--- config.mk ---
export PLATFORM = sky130hd
export DESIGN_NAME = sample_stream_rx
export DESIGN_NICKNAME = d
export VERILOG_FILES = /design/src/rtl/sample_stream_rx.sv
export SDC_FILE = /design/constraint.sdc
export NUM_CORES = 1
export LEC_CHECK = 0
export ABC_AREA = 1
export CAP_MARGIN = 20
export CORE_MARGIN = 3
export CORE_UTILIZATION = 24
export CTS_BUF_LIST = sky130_fd_sc_hd__clkbuf_4
export DETAILED_ROUTE_END_ITERATION = 7
export GPL_ROUTABILITY_DRIVEN = 0
export REMOVE_ABC_BUFFERS = 1
export SYNTH_ARGS = -nofsm -noshare
export SYNTH_HDL_FRONTEND = slang
export SYNTH_SLANG_ARGS = --single-unit
--- constraint.sdc ---
create_clock -name clk -period 3.5 [get_ports clk]
set_input_delay 0.875 -clock clk [delete_from_list [all_inputs] [get_ports clk]]
set_output_delay 0.875 -clock clk [all_outputs]
set_load 0.05 [all_outputs]
--- src/rtl/sample_stream_rx.sv ---
// Receiver for the adc_sampler interface: edge-detects sample_clk, buffers samples in a
// first-word fall-through FIFO with per-entry epoch marker. Optional: SAMPLE_RX_OVF_CNT_EN.
module sample_stream_rx #(
  parameter int unsigned DATA_W     = 32,
  parameter int unsigned DEPTH      = 16,
  parameter int unsigned WINDOW_LEN = 256
) (
  input  logic                     clk,
  input  logic                     rst,
  input  logic [DATA_W-1:0]        sample_in,
  input  logic                     sample_clk,
  output logic [DATA_W-1:0]        m_data,
  output logic                     m_last,
  output logic                     m_valid,
  input  logic                     m_ready,
  output logic [$clog2(DEPTH):0]   level,
  output logic                     overflow,
  input  logic                     ovf_clr
`ifdef SAMPLE_RX_OVF_CNT_EN
  ,
  output logic [15:0]              ovf_count
`endif
);

  localparam int unsigned AW = $clog2(DEPTH);
  localparam int unsigned WW = (WINDOW_LEN > 1) ? $clog2(WINDOW_LEN) : 1;
  localparam logic [WW-1:0] WIN_MAX  = WW'(WINDOW_LEN - 1);
  localparam logic [AW:0]   FULL_LVL = (AW + 1)'(DEPTH);

  logic              sclk_d_q;
  logic [AW-1:0]     wr_ptr_q, wr_ptr_d;
  logic [AW-1:0]     rd_ptr_q, rd_ptr_d;
  logic [AW:0]       level_q, level_d;
  logic [WW-1:0]     win_q, win_d;
  logic              ovf_q, ovf_d;
  logic [DATA_W:0]   mem [DEPTH];

  logic strobe, rd_en, wr_en, drop, full, wr_last;
  logic [DATA_W:0] head;

  always_comb begin
    strobe  = sample_clk & ~sclk_d_q;
    m_valid = (level_q != '0);
    full    = (level_q == FULL_LVL);
    rd_en   = m_valid & m_ready;
    // A read in a full cycle frees the slot the concurrent write lands in.
    wr_en   = strobe & (~full | rd_en);
    drop    = strobe & full & ~rd_en;
    wr_last = (win_q == WIN_MAX);

    wr_ptr_d = wr_en ? wr_ptr_q + AW'(1) : wr_ptr_q;
    rd_ptr_d = rd_en ? rd_ptr_q + AW'(1) : rd_ptr_q;

    level_d = level_q;
    case ({wr_en, rd_en})
      2'b10:   level_d = level_q + (AW + 1)'(1);
      2'b01:   level_d = level_q - (AW + 1)'(1);
      default: level_d = level_q;
    endcase

    win_d = win_q;
    if (wr_en) win_d = wr_last ? '0 : win_q + WW'(1);

    ovf_d = ovf_q;
    if (ovf_clr) ovf_d = 1'b0;
    if (drop)    ovf_d = 1'b1;

    head     = mem[rd_ptr_q];
    m_data   = m_valid ? head[DATA_W-1:0] : '0;
    m_last   = m_valid & head[DATA_W];
    level    = level_q;
    overflow = ovf_q;
  end

  always_ff @(posedge clk) begin
    if (rst) begin
      // Preloaded high so a sample_clk already high at reset release is not an edge.
      sclk_d_q <= 1'b1;
      wr_ptr_q <= '0;
      rd_ptr_q <= '0;
      level_q  <= '0;
      win_q    <= '0;
      ovf_q    <= 1'b0;
    end else begin
      sclk_d_q <= sample_clk;
      wr_ptr_q <= wr_ptr_d;
      rd_ptr_q <= rd_ptr_d;
      level_q  <= level_d;
      win_q    <= win_d;
      ovf_q    <= ovf_d;
    end
  end

  always_ff @(posedge clk) begin
    if (!rst && wr_en) mem[wr_ptr_q] <= {wr_last, sample_in};
  end

`ifdef SAMPLE_RX_OVF_CNT_EN
  logic [15:0] ovf_cnt_q;

  always_ff @(posedge clk) begin
    if (rst)                          ovf_cnt_q <= '0;
    else if (ovf_clr)                 ovf_cnt_q <= {15'd0, drop};
    else if (drop && ovf_cnt_q != '1) ovf_cnt_q <= ovf_cnt_q + 16'd1;
  end

  always_comb ovf_count = ovf_cnt_q;
`endif

endmodule

Word level (Yosys, flattened, before mapping). Memories as Yosys holds them, arrays and structs flattened. A register that Yosys moved wholly into a read port is not among the register bits. Cells that the tools add are included.

Memory bits (read-only): 0. Memories: 1. Bits of input ports: 37. Bits in latches: 0. Output and inout port bits: 40. Word-level logic and storage cells: 40. RAM bits: 528. Flip-flop bits (word level): 23.

Memory list: mem (words 16, bits a word 33, rd ports 1, clocked after Yosys merged registers in 1, write ports 1, RTL line 36) `logic [DATA_W:0] mem [DEPTH];`.

Shift-type cells: 0. Divide/modulo/power cells: 0. $lt $le $gt $ge: 0. Eq/ne operators: 4. Bitwise operators: 10. Reduce and logical (&&, ||, !) cells: 5. Mux-type cells: 9. $add $sub $neg: 5. $mul: 0.

Operators by type and width (count): 32-bit 2-to-1 mux (1); 5-bit case mux with 2 select lines (1); 4-bit by 1-bit adder with 4-bit output, second input constant (2); 8-bit by 1-bit adder with 8-bit output, second input constant (1); 8-bit == test, second input constant (1); 4-bit 2-to-1 mux (2); 8-bit 2-to-1 mux (1); 1-bit AND (6); 5-bit by 1-bit adder with 5-bit output, second input constant (1); 5-bit == test, second input constant (1); 5-bit nonzero test (1); 5-bit by 1-bit subtractor with 5-bit output, second input constant (1); 1-bit 2-to-1 mux (4); 2-bit nonzero test (2); 1-bit NOT (3); 2-bit by 1-bit == test with 1-bit output, second input constant (1); 2-bit == test, second input constant (1); 1-bit logical AND (1); 1-bit zero test (1); 1-bit bitwise OR (1).

Longest topological paths before layout. Gate-level depths: netlist of the first run.

Depth after elaboration: 7. Gate-level depth with buffers: 15.

Worst setup path before layout of the first run. No wires, ideal clock.

Path kind: reg2out. Start point: register level_q[0] (netlist: level[0]). End point: output m_data[10]. Arrival time: 2.533 ns. Stages on the path, launching flop included: 6. Setup slack: 0.092 ns. Path through: dfxtp_1 nor2_1 nand3_1 inv_1 clkbuf_1 a21oi_1.

Longest elaborated chain between the ends: 2.

Ends and longest elaborated chain: start, declared (RTL line 33) `logic [AW:0] level_q, level_d;`; start signal, assigned (RTL line 88) `level_q <= level_d;`; 5-bit nonzero test (RTL line 43) `m_valid = (level_q != '0);`; net m_valid (RTL line 14) `output logic m_valid,`; 32-bit 2-to-1 mux (RTL line 69) `m_data = m_valid ? head[DATA_W-1:0] : '0;`; end, declared (RTL line 12) `output logic [DATA_W-1:0] m_data,`.

The timed path passes the listed nets, and every way through them passes these cells.

==> summary.md, run 1 <==
| Metric | Value |
|---|---|
| Most common flop cell mapped by yosys | `edfxtp_1` |
| Worst Tran Pin Value | `664 ps` |
| Met3 Track Usage GR | `0.0328` |
| Critical-path top delay cell | `dfxtp_4` |
| Largest net degree at the start of global routing | `67` |
| Commonest non-fill, non-tap cell in the layout | `edfxtp_1` |
| Total Wirelength | `68,600 µm` |
| Via density | `4.94` |
| Global route overflow | `0` |
| Row Count | `109` |
| Layout cells sized above 1 | `0.269` |
| Commonest non-fill, non-tap cells in the layout | `528 x edfxtp_1, 310 x nor2_1, 212 x clkbuf_4` |
| Largest family of logic cells by synthesized area | `compound AO/OA/AOI/OAI gates` |
| Layout area overhead | `31.9%` |
| Crit-path most repeated cell | `buf_12` |
| Setup Viol. Count Final | `33` |
| Mean post-synth cell area | `13.3 µm²` |
| Fin Hold WS | `479 ps` |
| Buffers on Ports | `76` |
| CTS sink count | `555` |
| Post-Synth Simple-Gate Area | `0.0836` |
| Initial antenna violation count | `3` |
| Leak pwr | `9.37 nW` |
| Clk buf depth | `3` |
| Most Crowded Layer GR | `met2` |
| Synth Register Bits | `555` |
| FMAX | `273 MHz` |
| CP max stage delay | `490 ps` |
| Top delay family on crit path | `buffers and inverters` |
| Nets@finish | `1,904` |
| R2r setup slk | `1240 ps` |
| Hold Buf Count CTS | `0` |
| Synth area leaders | `edfxtp_1 73%, o21ai_0 5.9%, nor2_1 5.7%, o221ai_1 4.2%, dfxtp_1 2.5%` |
| Die area | `94,500 µm²` |
| Sequential share of the synthesized area | `0.752` |
| Die Wd | `307 µm` |
| Worst EP required | `2620 ps` |
| Fin. Hold Viols | `0` |
| CP Cell Sequence | `buf_12 > buf_12 > buf_16 > buf_12 > o21ai_2 > o221ai_1 > nand3_1 > a21oi_4 > buf_12` |
| Vias in the first global route | `15.3k` |
| Syn Inst Count | `1,639` |
| Final Max Tran Viols | `0` |
| Critical path capture point type | `primary output` |
| CTS H-tree depth | `4` |
| Worst VDD drop | `610 µV` |
| Final worst path period share | `1.05` |
| Initial drt markers | `1,444` |
| Status | `complete, but fails checks` |
| Post-synthesis compound-gate area fraction | `0.128` |
| Post-synth EDFFs | `528` |
| Vias | `15.4k` |
| Critical path arrival | `2790 ps` |
| Initial Utilization | `0.245` |
| CTS tree | `built` |
| Clock Pin Slew Worst Setup and Hold Paths | `70 ps` |
| Top fanout value on the critical path | `7` |
| Largest area contributor in the netlist | `edfxtp_1` |
| Worst Setup Path Type | `reg2out` |
| Max-cap violations | `0` |
| Tmin final | `3660 ps` |
| Worst Setup Slack, final | `-161 ps` |
| Synth top area share | `0.727` |
| WL/cell | `21.9 µm` |
| Clock root cell | `clkbuf_4` |
| Global Route met2 Usage | `0.221` |
| Clock skew | `71.4 ps` |
| Worst min-delay path class | `reg2reg` |
| Final Power | `21.1 mW` |
| PwrDens | `735 nW/µm²` |
| First-pass GRT wire length | `98,900 µm` |
| DRC violation count after routing | `0` |
| TritonRoute pass-1 iters | `5` |
| Post-synth cell types | `34` |
| CP Buf/Inv Count | `5` |
| Adder-cell share of the synthesized area | `0.00459` |
| Die H | `307 µm` |
| Ys async rst share | `0` |
| Unrepaired setup endpoints after global routing | `true` |
| XOR/XNOR Fraction of Synth Area | `0.00120` |
| Post-DP HPWL | `30,900 µm` |
| Yosys Warn Count | `0` |
| M1 GR Usage | `0.187` |
| Clk_lat worst skew | `1000 ps` |
| TritonCTS Buffers | `143` |
| Routed Antenna Nets | `0` |
| Multiplexer share of the synthesized area | `0` |
| Failing checks | `setup timing` |
| Worst setup SP type | `flop` |
| IO Pins | `77` |
| Total GRT Usage | `0.140` |
| Slew margin rel. | `0.556` |
| Syn Std Cell Area | `21,800 µm²` |
| CORE AREA | `89,200 µm²` |
power by group:
part / switching [mW] / total [mW] / internal (mW)
registers: 0.0739 / 7.39 / 7.32
logic: 4.77 / 8.10 / 3.33
clock network: 2.65 / 5.64 / 2.98
total: 7.50 / 21.1 / 13.6
final timing paths:
check | cells after the start | from | end
setup / recovery | 9 | flop | m_data[20]
hold / removal | 2 | overflow$_SDFFE_PP0P_ | overflow$_SDFFE_PP0P_
setup reg to reg | 7 | level[0]$_SDFFE_PP0P_ | mem[3][14]$_DFFE_PP_
hold reg to reg | 2 | overflow$_SDFFE_PP0P_ | overflow$_SDFFE_PP0P_
state kept, by name, indices dropped and copies added, names as in the netlist, named ones only:
signal    flops
mem         528
win_q         8
level         5
rd_ptr_q      4
wr_ptr_q      4
overflow      1
sclk_d_q      1
Yosys cell counts, drive strengths merged, types with 3 or more instances:
cell type and n:
a21oi 45, buf 55, clkbuf 58, dfxtp 27
edfxtp 528, ha 8, inv 36, nand2 43
nand3 68, nand4 4, nor2 330, nor3 4
o21a 3, o21ai 287, o221ai 104, o22ai 28
through the flow:
stage / cell area (µm²) / setup TNS [ps] / utilization / cells / setup slack, ps
2_1_floorplan: 21300 / -196380 / - / 1526 / -6010
3_3_place_gp: 24600 / 0 / 0.276 / 2816 / 456
3_5_place_dp: 24600 / 0 / 0.276 / 2816 / 402
4_1_cts: 27900 / -5270 / 0.313 / 3101 / -202
5_1_grt: 28800 / -7360 / 0.322 / 3123 / -258
6_report: 28800 / -3600 / 0.322 / 3127 / -161
kinds of logic (layout without fill, tap and decap cells):
| family | Yosys count | after routing |
|---|---|---|
| DFF | 555 | 555 |
| AOI/OAI and AO/OA | 471 | 471 |
| and+or+nand+nor | 453 | 453 |
| buffers and inverters | 149 | 465 |
| adders and majority gates | 8 | 8 |
| xor gates and xnor gates | 3 | 3 |
| other | 0 | 7 |
what timing repair did:
item,4_1_cts,5_1_grt
endpoints found under the hold margin,0,0
resized for setup,181,129
pin swaps,65,91
cloned,28,11
endpoints found under the setup margin,34,33
setup buffers,17,10
tightest hold or removal path, delay by kind of cell, from the launching register on:
family,cells,cell delay (ps)
flip-flops,1,310
AND/OR/NAND/NOR,1,60
AO/OA/AOI/OAI,1,60
layer usage:
layer | share of wire | wire length (µm)
met1 | 0.42 | 28700
met2 | 0.46 | 31800
met3 | 0.090 | 6200
met4 | 0.028 | 1950
met5 | 0 | 0
area by class of cell:
cell class	count	area, µm²
Antenna cell	7	17.5
Clock buffer	212	1590
Clock inverter	29	220
Fill cell	8720	60400
Inverter	36	174
Multi-Input combinational cell	935	5650
Sequential cell	555	16400
Tap cell	1165	1460
Timing Repair Buffer	185	3190
Timing Repair inverter	3	55.1
Power figures use the tool's default switching activity.
==> run 2: changes to the inputs <==
--- a/config.mk
+++ b/config.mk
@@ -7,9 +7,10 @@
 export LEC_CHECK = 0
 export ABC_AREA = 1
 export CAP_MARGIN = 20
+export CORE_ASPECT_RATIO = 0.7
 export CORE_MARGIN = 3
 export CORE_UTILIZATION = 24
-export CTS_BUF_LIST = sky130_fd_sc_hd__clkbuf_4
+export CTS_BUF_LIST = sky130_fd_sc_hd__clkbuf_8 sky130_fd_sc_hd__clkbuf_16
 export DETAILED_ROUTE_END_ITERATION = 7
 export GPL_ROUTABILITY_DRIVEN = 0
 export REMOVE_ABC_BUFFERS = 1
==> run 2 against run 1 <==
Clock power shrank 2%. Cell area shrank 6.9%. Setup slack gained 290 ps. Die area is essentially flat. Combinational power shrank 23%. Sequential power is essentially flat. The flow now finishes without violations. Sequential share of layout area grew 4.2 points. Count of clock-buffer cells in the layout shrank 161. Final cell count shrank 4.8%. Critical path depth shrank 3.
==> summary.md, run 2 (same netlist as run 1, synthesis figures left out) <==
| Metric | Value |
|---|---|
| Initial drt markers | `1,508 (+4.4%)` |
| CTS tree | `built` |
| Commonest non-fill, non-tap cell in the layout | `edfxtp_1` |
| Vias | `14.3k (-7.3%)` |
| Initial Utilization | `0.245 (+0.000426)` |
| CP Cell Sequence | `buf_6 > o221ai_1 > nand3_1 > a21oi_1 > buf_4 > buf_12` |
| Worst Tran Pin Value | `755 ps (+91.2 ps)` |
| Worst min-delay path class | `reg2reg` |
| Design Area, Final | `26,800 µm² (-6.9%)` |
| Fillers | `8,909 (+2.2%)` |
| Clk buf depth | `3 (unchanged)` |
| Final worst path period share | `0.963 (-0.0834)` |
| Clock root cell | `clkbuf_16` |
| Global route overflow | `0 (unchanged)` |
| Total GRT Usage | `0.124 (-0.0160)` |
| Tmin final | `3370 ps (-292 ps)` |
| FMAX | `297 MHz (+8.7%)` |
| Die Wd | `366 µm (+19%)` |
| Worst EP required | `2620 ps (about the same)` |
| Layout area overhead | `22.8%` |
| Top delay family on crit path | `buffers and inverters` |
| Worst Setup Slack, final | `131 ps (+292 ps)` |
| Layout cells sized above 1 | `0.129 (-0.140)` |
| Critical-path top delay cell | `buf_6` |
| Setup Viol. Count Final | `0 (-100%)` |
| Status | `finished, final reports clean` |
| Routed Antenna Nets | `0 (unchanged)` |
| TritonCTS Buffers | `51 (-64%)` |
| Via density | `4.81 (-2.6%)` |
| Nets@finish | `1,770 (-7.0%)` |
| Post-DP HPWL | `31,300 µm (+1.3%)` |
| Critical path capture point type | `primary output` |
| Unrepaired setup endpoints after global routing | `true` |
| DRC violation count after routing | `0 (unchanged)` |
| Fin util | `0.301 (-0.0217)` |
| Vias in the first global route | `14.0k (-8.5%)` |
| Row Count | `91 (-17%)` |
| Final Max Tran Viols | `0 (unchanged)` |
| Register with the most flip-flops | `mem` |
| IO Pins | `77 (unchanged)` |
| Clock Pin Slew Worst Setup and Hold Paths | `60 ps (about the same)` |
| Clk_lat worst skew | `620 ps (-380 ps)` |
| Worst VDD drop | `524 µV (-14%)` |
| PwrDens | `713 nW/µm² (-2.9%)` |
| Fin. Hold Viols | `0 (unchanged)` |
| Clock skew | `28.5 ps (-42.9 ps)` |
| TritonRoute pass-1 iters | `5 (unchanged)` |
| Commonest non-fill, non-tap cells in the layout | `528 x edfxtp_1, 313 x nor2_1, 258 x o21ai_0` |
| Worst setup SP type | `flop` |
| Die H | `258 µm (-16%)` |
| Max-cap violations | `0 (unchanged)` |
| Number of flip-flops in the largest register | `528 (unchanged)` |
| Total Wirelength | `61,900 µm (-9.8%)` |
| Slew margin rel. | `0.497 (-0.0594)` |
| Leak pwr | `8.47 nW (-9.6%)` |
| Largest net degree at the start of global routing | `87 (+30%)` |
| Worst Setup Path Type | `reg2out` |
| CTS H-tree depth | `2 (-2)` |
| CORE AREA | `89,000 µm² (-0.17%)` |
| Top fanout value on the critical path | `66 (+59)` |
| Die area | `94,600 µm² (about the same)` |
| Critical path arrival | `2490 ps (-300 ps)` |
| Final Power | `19.1 mW (-9.6%)` |
| Pre-CTS setup slack | `384 ps (-18.4 ps)` |
| Post-DP Area | `24,800 µm² (+0.67%)` |
| Setup TNS | `0 ps (+3600 ps)` |
| CP max stage delay | `590 ps (+100 ps)` |
| WL/cell | `20.8 µm (-5.2%)` |
| Buffers on Ports | `76 (unchanged)` |
| CP Buf/Inv Count | `3 (-2)` |
| First-pass GRT wire length | `89,700 µm (-9.3%)` |
| CTS sink count | `555 (unchanged)` |
| Initial antenna violation count | `4 (+1)` |
[run 2: worst paths after layout]
| kind | start | end | slack, ps | cells past startpoint |
|---|---|---|---|---|
| min | overflow$_SDFFE_PP0P_ | overflow$_SDFFE_PP0P_ | 480 | 2 |
| min reg2reg | overflow$_SDFFE_PP0P_ | overflow$_SDFFE_PP0P_ | 480 | 2 |
| max reg2reg | level[0]$_SDFFE_PP0P_ | mem[7][14]$_DFFE_PP_ | 1340 | 7 |
| max | flop | m_data[2] | 130 | 6 |
[run 2: where the power goes]
part | internal, mW | total [mW] | leakage, nW | switching, mW
registers | 7.32 | 7.39 | 4.97 | 0.0714
clock network | 2.99 | 5.51 | 0.846 | 2.52
logic | 2.34 | 6.20 | 2.66 | 3.87
total | 12.6 | 19.1 | 8.47 | 6.46
[run 2: what timing repair did]
action	in CTS	in global routing
hold buffers	0	0
setup endpoints to repair	33	25
setup buffers	3	5
gates resized for setup	21	15
cloned	1	4
[run 2: worst register-to-register path, delay by kind of cell, from the launching register on]
family                 cells  cell delay, ps
buffers and inverters      1             350
and+or+nand+nor            6             990
DFF                        1             440
[run 2: through the flow]
stage	instances	hold WS (ps)
after global placement	2868	460
after floorplan	1526	460
final	2976	482
after CTS	2964	476
after detailed placement	2868	466
after global routing	2974	517
[run 2: final cells by class]
type,instances,area (µm²),share of cell area
Clock inverter,41,384,0.0143
Timing Repair Buffer,146,2070,0.0775
Sequential cell,555,16400,0.613
Clock buffer,51,1280,0.0477
Inverter,36,185,0.00692
Tap cell,1209,1510,0.0565
Antenna cell,3,7.51,0.000280
Multi-Input combinational cell,935,4930,0.184
[run 2: metal layers]
layer	GRT usage	vias up	share of wire
li1	-	6355	-
met1	0.169	7243	0.43
met2	0.197	615	0.46
met3	0.0271	95	0.082
met4	0.0376	2	0.022
met5	0	-	0.00015
==> run 3: changes to the inputs <==
--- a/config.mk
+++ b/config.mk
@@ -9,10 +9,11 @@
 export CAP_MARGIN = 20
 export CORE_ASPECT_RATIO = 0.7
 export CORE_MARGIN = 3
-export CORE_UTILIZATION = 24
+export CORE_UTILIZATION = 57
 export CTS_BUF_LIST = sky130_fd_sc_hd__clkbuf_8 sky130_fd_sc_hd__clkbuf_16
 export DETAILED_ROUTE_END_ITERATION = 7
 export GPL_ROUTABILITY_DRIVEN = 0
+export PLACE_DENSITY = 0.75
 export REMOVE_ABC_BUFFERS = 1
 export SYNTH_ARGS = -nofsm -noshare
 export SYNTH_HDL_FRONTEND = slang
==> run 3 against run 2 <==
Sequential power is essentially flat. Via count down 0.12%. Critical path depth rose by 2. Cell area shrank 6.0%. Largest cell class unchanged. Wire length shrank 14%. Utilization is 37 points higher. Global-route usage increased by 14 points. Final cell count down 25%. Total power is 7.5% lower. Sequential share of layout area is 3.9 points higher. Count of clock-buffer cells in the layout decreased by 1.
==> summary.md, run 3 (same netlist as run 1, synthesis figures left out) <==
| Metric | Value |
|---|---|
| Status | `finished, final reports clean` |
| Critical-path top delay cell | `dfxtp_4` |
| Final Power | `17.7 mW (-7.5%)` |
| Leak pwr | `8.23 nW (-2.8%)` |
| Initial antenna violation count | `2 (-2)` |
| Worst setup SP type | `flop` |
| Initial drt markers | `1,727 (+15%)` |
| Hold Buf Count CTS | `0 (unchanged)` |
| Row Count | `59 (-35%)` |
| Clk pwr share | `0.293 (+0.005)` |
| R2r setup slk | `1320 ps (-20 ps)` |
| Clock root cell | `clkbuf_16` |
| First-pass GRT wire length | `81,300 µm (-9.4%)` |
| Total Wirelength | `53,400 µm (-14%)` |
| Layout cells sized above 1 | `0.110 (-0.0188)` |
| CTS tree | `built` |
| PwrDens | `702 nW/µm² (-1.6%)` |
| Worst EP required | `2620 ps (about the same)` |
| Fin. Hold Viols | `0 (unchanged)` |
| Internal Power | `11.8 mW (-6.4%)` |
| Total GRT Usage | `0.261 (+0.137)` |
| Hold EP | `overflow$_SDFFE_PP0P_` |
| Vias | `14.3k (-0.12%)` |
| Clk buf depth | `3 (unchanged)` |
| Final Max Tran Viols | `0 (unchanged)` |
| Die area | `40,700 µm² (-57%)` |
| TritonRoute pass-1 iters | `5 (unchanged)` |
| Layout area overhead | `15.4%` |
| Slew margin rel. | `0.575 (+0.0783)` |
| CORE AREA | `37,400 µm² (-58%)` |
| Post-DP HPWL | `27,900 µm (-11%)` |
| Buffers on Ports | `76 (unchanged)` |
| Vias in the first global route | `14.0k (-0.21%)` |
| Pre-CTS setup slack | `339 ps (-45.2 ps)` |
| Worst Setup Slack, final | `64.9 ps (-65.7 ps)` |
| R2R Path Start | `level[0]$_SDFFE_PP0P_` |
| Routed Antenna Nets | `0 (unchanged)` |
| TritonCTS Buffers | `48 (-5.9%)` |
| Clock Pin Slew Worst Setup and Hold Paths | `60 ps (about the same)` |
| Worst Setup Path Type | `reg2out` |
| Unrepaired setup endpoints after global routing | `true` |
| Die H | `170 µm (-34%)` |
| Final worst path period share | `0.981 (+0.0188)` |
| Top fanout value on the critical path | `83 (+26%)` |
| Worst Tran Pin Value | `637 ps (-118 ps)` |
| Global route overflow | `0 (unchanged)` |
| Die Wd | `240 µm (-35%)` |
| Worst VDD drop | `494 µV (-5.8%)` |
| DRC violation count after routing | `0 (unchanged)` |
| FF-to-FF End | `mem[13][10]$_DFFE_PP_` |
| Setup Viol. Count Final | `0 (unchanged)` |
| Fin util | `0.672 (+0.372)` |
| Combinational share of power | `0.288 (-0.037)` |
| Switching Fraction | `0.330 (-0.00818)` |
| Critical path arrival | `2560 ps (+70 ps)` |
| Clock skew | `20.7 ps (-7.76 ps)` |
| CP Buf/Inv Count | `2 (-1)` |
| Max-cap violations | `0 (unchanged)` |
| Worst hold path startpoint | `overflow$_SDFFE_PP0P_` |
| IO Pins | `77 (unchanged)` |
| WL/cell | `23.8 µm (+14%)` |
| CP Cell Sequence | `buf_12 > o21ai_0 > o22ai_1 > nor2_1 > nor2_1 > o21ai_1 > a21oi_1 > buf_12` |
| CP max stage delay | `520 ps (-70 ps)` |
| Setup TNS | `0 ps (unchanged)` |
| Tmin final | `3440 ps (+65.7 ps)` |
| Reg2Reg Depth | `7 (unchanged)` |
| Commonest non-fill, non-tap cell in the layout | `edfxtp_1` |
| Flop pwr share | `0.420 (+0.033)` |
| FMAX | `291 MHz (-1.9%)` |
| Worst min-delay path class | `reg2reg` |
| Via density | `6.37 (+32%)` |
| Commonest non-fill, non-tap cells in the layout | `528 x edfxtp_1, 313 x nor2_1, 258 x o21ai_0` |
| CTS H-tree depth | `2 (unchanged)` |
| Clk_lat worst skew | `560 ps (-60 ps)` |
| Hold path depth | `2 (unchanged)` |
| Nets@finish | `1,763 (-0.40%)` |
| Top delay family on crit path | `compound AO/OA/AOI/OAI gates` |
| CTS sink count | `555 (unchanged)` |
| Initial Utilization | `0.583 (+0.338)` |
| Number of flip-flops in the largest register | `528 (unchanged)` |
| Critical path capture point type | `primary output` |
| Diode count | `0 (-3)` |
| Largest net degree at the start of global routing | `84 (-3.4%)` |
| Register with the most flip-flops | `mem` |
| NetSw | `5.83 mW (-9.8%)` |
| Fillers | `2,481 (-72%)` |
run 3: cell type report:
class | count | area (µm²) | share of cell area
Clock buffer | 50 | 1250 | 0.0497
Clock inverter | 38 | 269 | 0.0107
Inverter | 36 | 150 | 0.00597
Multi-Input combinational cell | 935 | 4880 | 0.194
Sequential cell | 555 | 16400 | 0.652
Tap cell | 488 | 611 | 0.0243
Timing Repair Buffer | 142 | 1600 | 0.0634
run 3: repair_timing:
action,in CTS,in global routing
buffers inserted,2,1
endpoints found under the hold margin,0,0
cloned,0,1
endpoints found under the setup margin,31,17
gates resized for setup,7,5
run 3: metal layers:
metal | routed length, µm | GRT usage
met1 | 21500 | 0.371
met2 | 24900 | 0.415
met3 | 5370 | 0.0484
met4 | 1560 | 0.0896
met5 | 27 | 0
run 3: power by group through the flow:
stage / sequential, mW / clock (mW) / combinational [mW]
floorplan: 7.79 / 0 / 2.78
global placement: 7.60 / 0 / 4.75
detailed placement: 7.60 / 0 / 4.86
CTS: 7.43 / 5.21 / 4.96
global route: 7.42 / 5.47 / 5.43
finish: 7.41 / 5.17 / 5.08
run 3: worst reg2reg max path, cell delays in order (launching register included):
cell and delay (ps):
dfxtp_1 420, nor2_1 100, nand2_1 100, nor3_2 50, nor2_2 200, nand2_1 320
nor2_4 260, buf_4 370
run 3: worst max-delay path by stage:
stage | endpoint | slack, ps | from | cells after the start
floorplan | m_data[10] | -6010 | flop | 7
global placement | m_data[30] | 370 | flop | 7
detailed placement | m_data[30] | 340 | flop | 7
CTS | m_data[3] | 30 | flop | 6
global route | m_data[30] | -40 | flop | 6
finish | m_data[24] | 60 | flop | 8
run 3: stage by stage:
step           hold slack (ps)  instances  area (µm²)
6_report                   480       2244       25200
5_1_grt                    505       2244       25200
4_1_cts                    481       2242       25100
3_5_place_dp               469       2152       23500
3_3_place_gp               456       2152       23500
2_1_floorplan              460       1526       21300
==> variant, RTL diff (settings of run 3) <==
`WINDOW_LEN`: 256 -> 1024.
--- a/src/rtl/sample_stream_rx.sv
+++ b/src/rtl/sample_stream_rx.sv
@@ -3,7 +3,7 @@
 module sample_stream_rx #(
   parameter int unsigned DATA_W     = 32,
   parameter int unsigned DEPTH      = 16,
-  parameter int unsigned WINDOW_LEN = 256
+  parameter int unsigned WINDOW_LEN = 1024
 ) (
   input  logic                     clk,
   input  logic                     rst,
Function: same outputs for any inputs over 4 cycles, from zero or initial values and one cycle with rst high; that may be too few to reach the edited logic, so the function may still have changed.
==> variant against run 3 <==
- maximum frequency rose by 1.7%
- via count barely moved
- non-clock buffer count fell by 4
- hold slack got worse by 0.015 ns
- routed wire length rose by 1.0%
- cell area rose by 0.14%
- setup slack improved by 0.058 ns
- sequential power barely moved
- sequential cell count rose by 2
- synthesized area rose by 0.52%
- die area rose by 0.51%
- total power fell by 1.3%
- cell count rose by 0.40%
- critical path depth did not move
==> variant: results (changes against run 3) <==
================================================================================
Status                                                                 completed   unchanged
PostCTS Resize Cnt                                                             2   was 7
Critical R2R Launch                                                     level[3]   was level[0]
Fin cells                                                                   2253   was 2244
Worst VDD drop                                                          0.520 mV   was 0.494 mV
Internal power of the cells                                              11.5 mW   was 11.8 mW
Horizontal extent of the die                                              240 um   about the same
Post CTS Setup Buffer Count                                                    0   was 2
Met1 global-route usage                                                    36.0%   was 37.1%
Leak Pwr                                                                 8.23 nW   about the same
Worst reg-to-reg setup slack                                             1.40 ns   was 1.32 ns
Detailed placement HPWL                                                  26.9 mm   was 27.9 mm
Standard cell area after detailed placement                          23500 sq um   about the same
Number of antenna violations at the first check in global routing              1   was 2
DRC violation total after the first TritonRoute iteration                   1879   was 1727
TritonCTS buffer count                                                        49   was 48
Final-layout worst hold slack                                           0.465 ns   was 0.480 ns
Fraction of met2 tracks used by global routing                             42.2%   was 41.5%
Combinational Power                                                      5.02 mW   was 5.08 mW
Mean cell area of the mapped netlist                                  13.3 sq um   about the same
Wire length of the first global-routing pass                             79.3 mm   was 81.3 mm
Detailed-routed wire length on met3                                      5.12 mm   was 5.37 mm
Met1 WL                                                                  21.7 mm   was 21.5 mm
Fraction of final layout cells with drive strength greater than 1          11.0%   about the same
Met2 routed WL                                                           26.0 mm   was 24.9 mm
Global-route met3 utilization                                              4.37%   was 4.84%
Cell types with the largest area share after synthesis              sky130_fd_sc_hd__edfxtp_1, sky130_fd_sc_hd__o21ai_0, sky130_fd_sc_hd__nor2_1, sky130_fd_sc_hd__o221ai_1, sky130_fd_sc_hd__dfxtp_1   unchanged
Crit path max fanout                                                          27   was 83
Routed via count                                                           14300   about the same
Crit path largest cell delay                                             0.42 ns   was 0.52 ns
Post-synthesis cell type count                                                37   was 34
Worst setup slack after placement                                       0.487 ns   was 0.339 ns
Largest delay share family, worst path                              buffers and inverters   was compound AO/OA/AOI/OAI gates
Routed wire length                                                       54.0 mm   was 53.4 mm
Adder-Cell Fraction of Synth Area                                         0.457%   was 0.459%
Synth cell count leaders                                            sky130_fd_sc_hd__edfxtp_1, sky130_fd_sc_hd__nor2_1, sky130_fd_sc_hd__o21ai_0, sky130_fd_sc_hd__o221ai_1, sky130_fd_sc_hd__nand3_1   unchanged
Clock share of power                                                       28.7%   was 29.3%
Pin slew with the least headroom to its limit                           0.625 ns   was 0.637 ns
Crit path DAT                                                            2.50 ns   was 2.56 ns
Endpoint of the lowest-slack register-to-register path               mem[10][14]   was mem[13][10]
Inst Count DP                                                               2156   was 2152
================================================================================
[variant: cell types whose count changed in the layout (fill, tap and decap cells not counted), sizes merged, moves of 3 or more]
cell,run 3,this run
o22ai,28,34
nor2,330,335
o221ai,104,98
buf,98,91
o21ai,287,292
clkinv,28,25
inv,42,47
[variant: how the worst max path moves through the flow]
stage / depth (start not counted) / endpoint / slack [ns] / start
floorplan: 7 / m_data[0] / -4.81 / flip-flop
global placement: 6 / mem[10][21] / 0.55 / sample_clk
detailed placement: 6 / mem[10][20] / 0.49 / sample_clk
CTS: 10 / m_data[21] / -0.01 / flip-flop
global route: 8 / m_data[8] / 0.02 / flip-flop
finish: 8 / m_data[8] / 0.12 / flip-flop
[variant: area by class of cell]
class	instances	area (sq um)
inverter	36	151
clock inverter	38	234
timing repair buffer	138	1590
clock buffer	49	1230
tap	488	611
multi-input combinational	946	4930
fill	2548	12400
antenna	1	2.50
sequential	557	16400
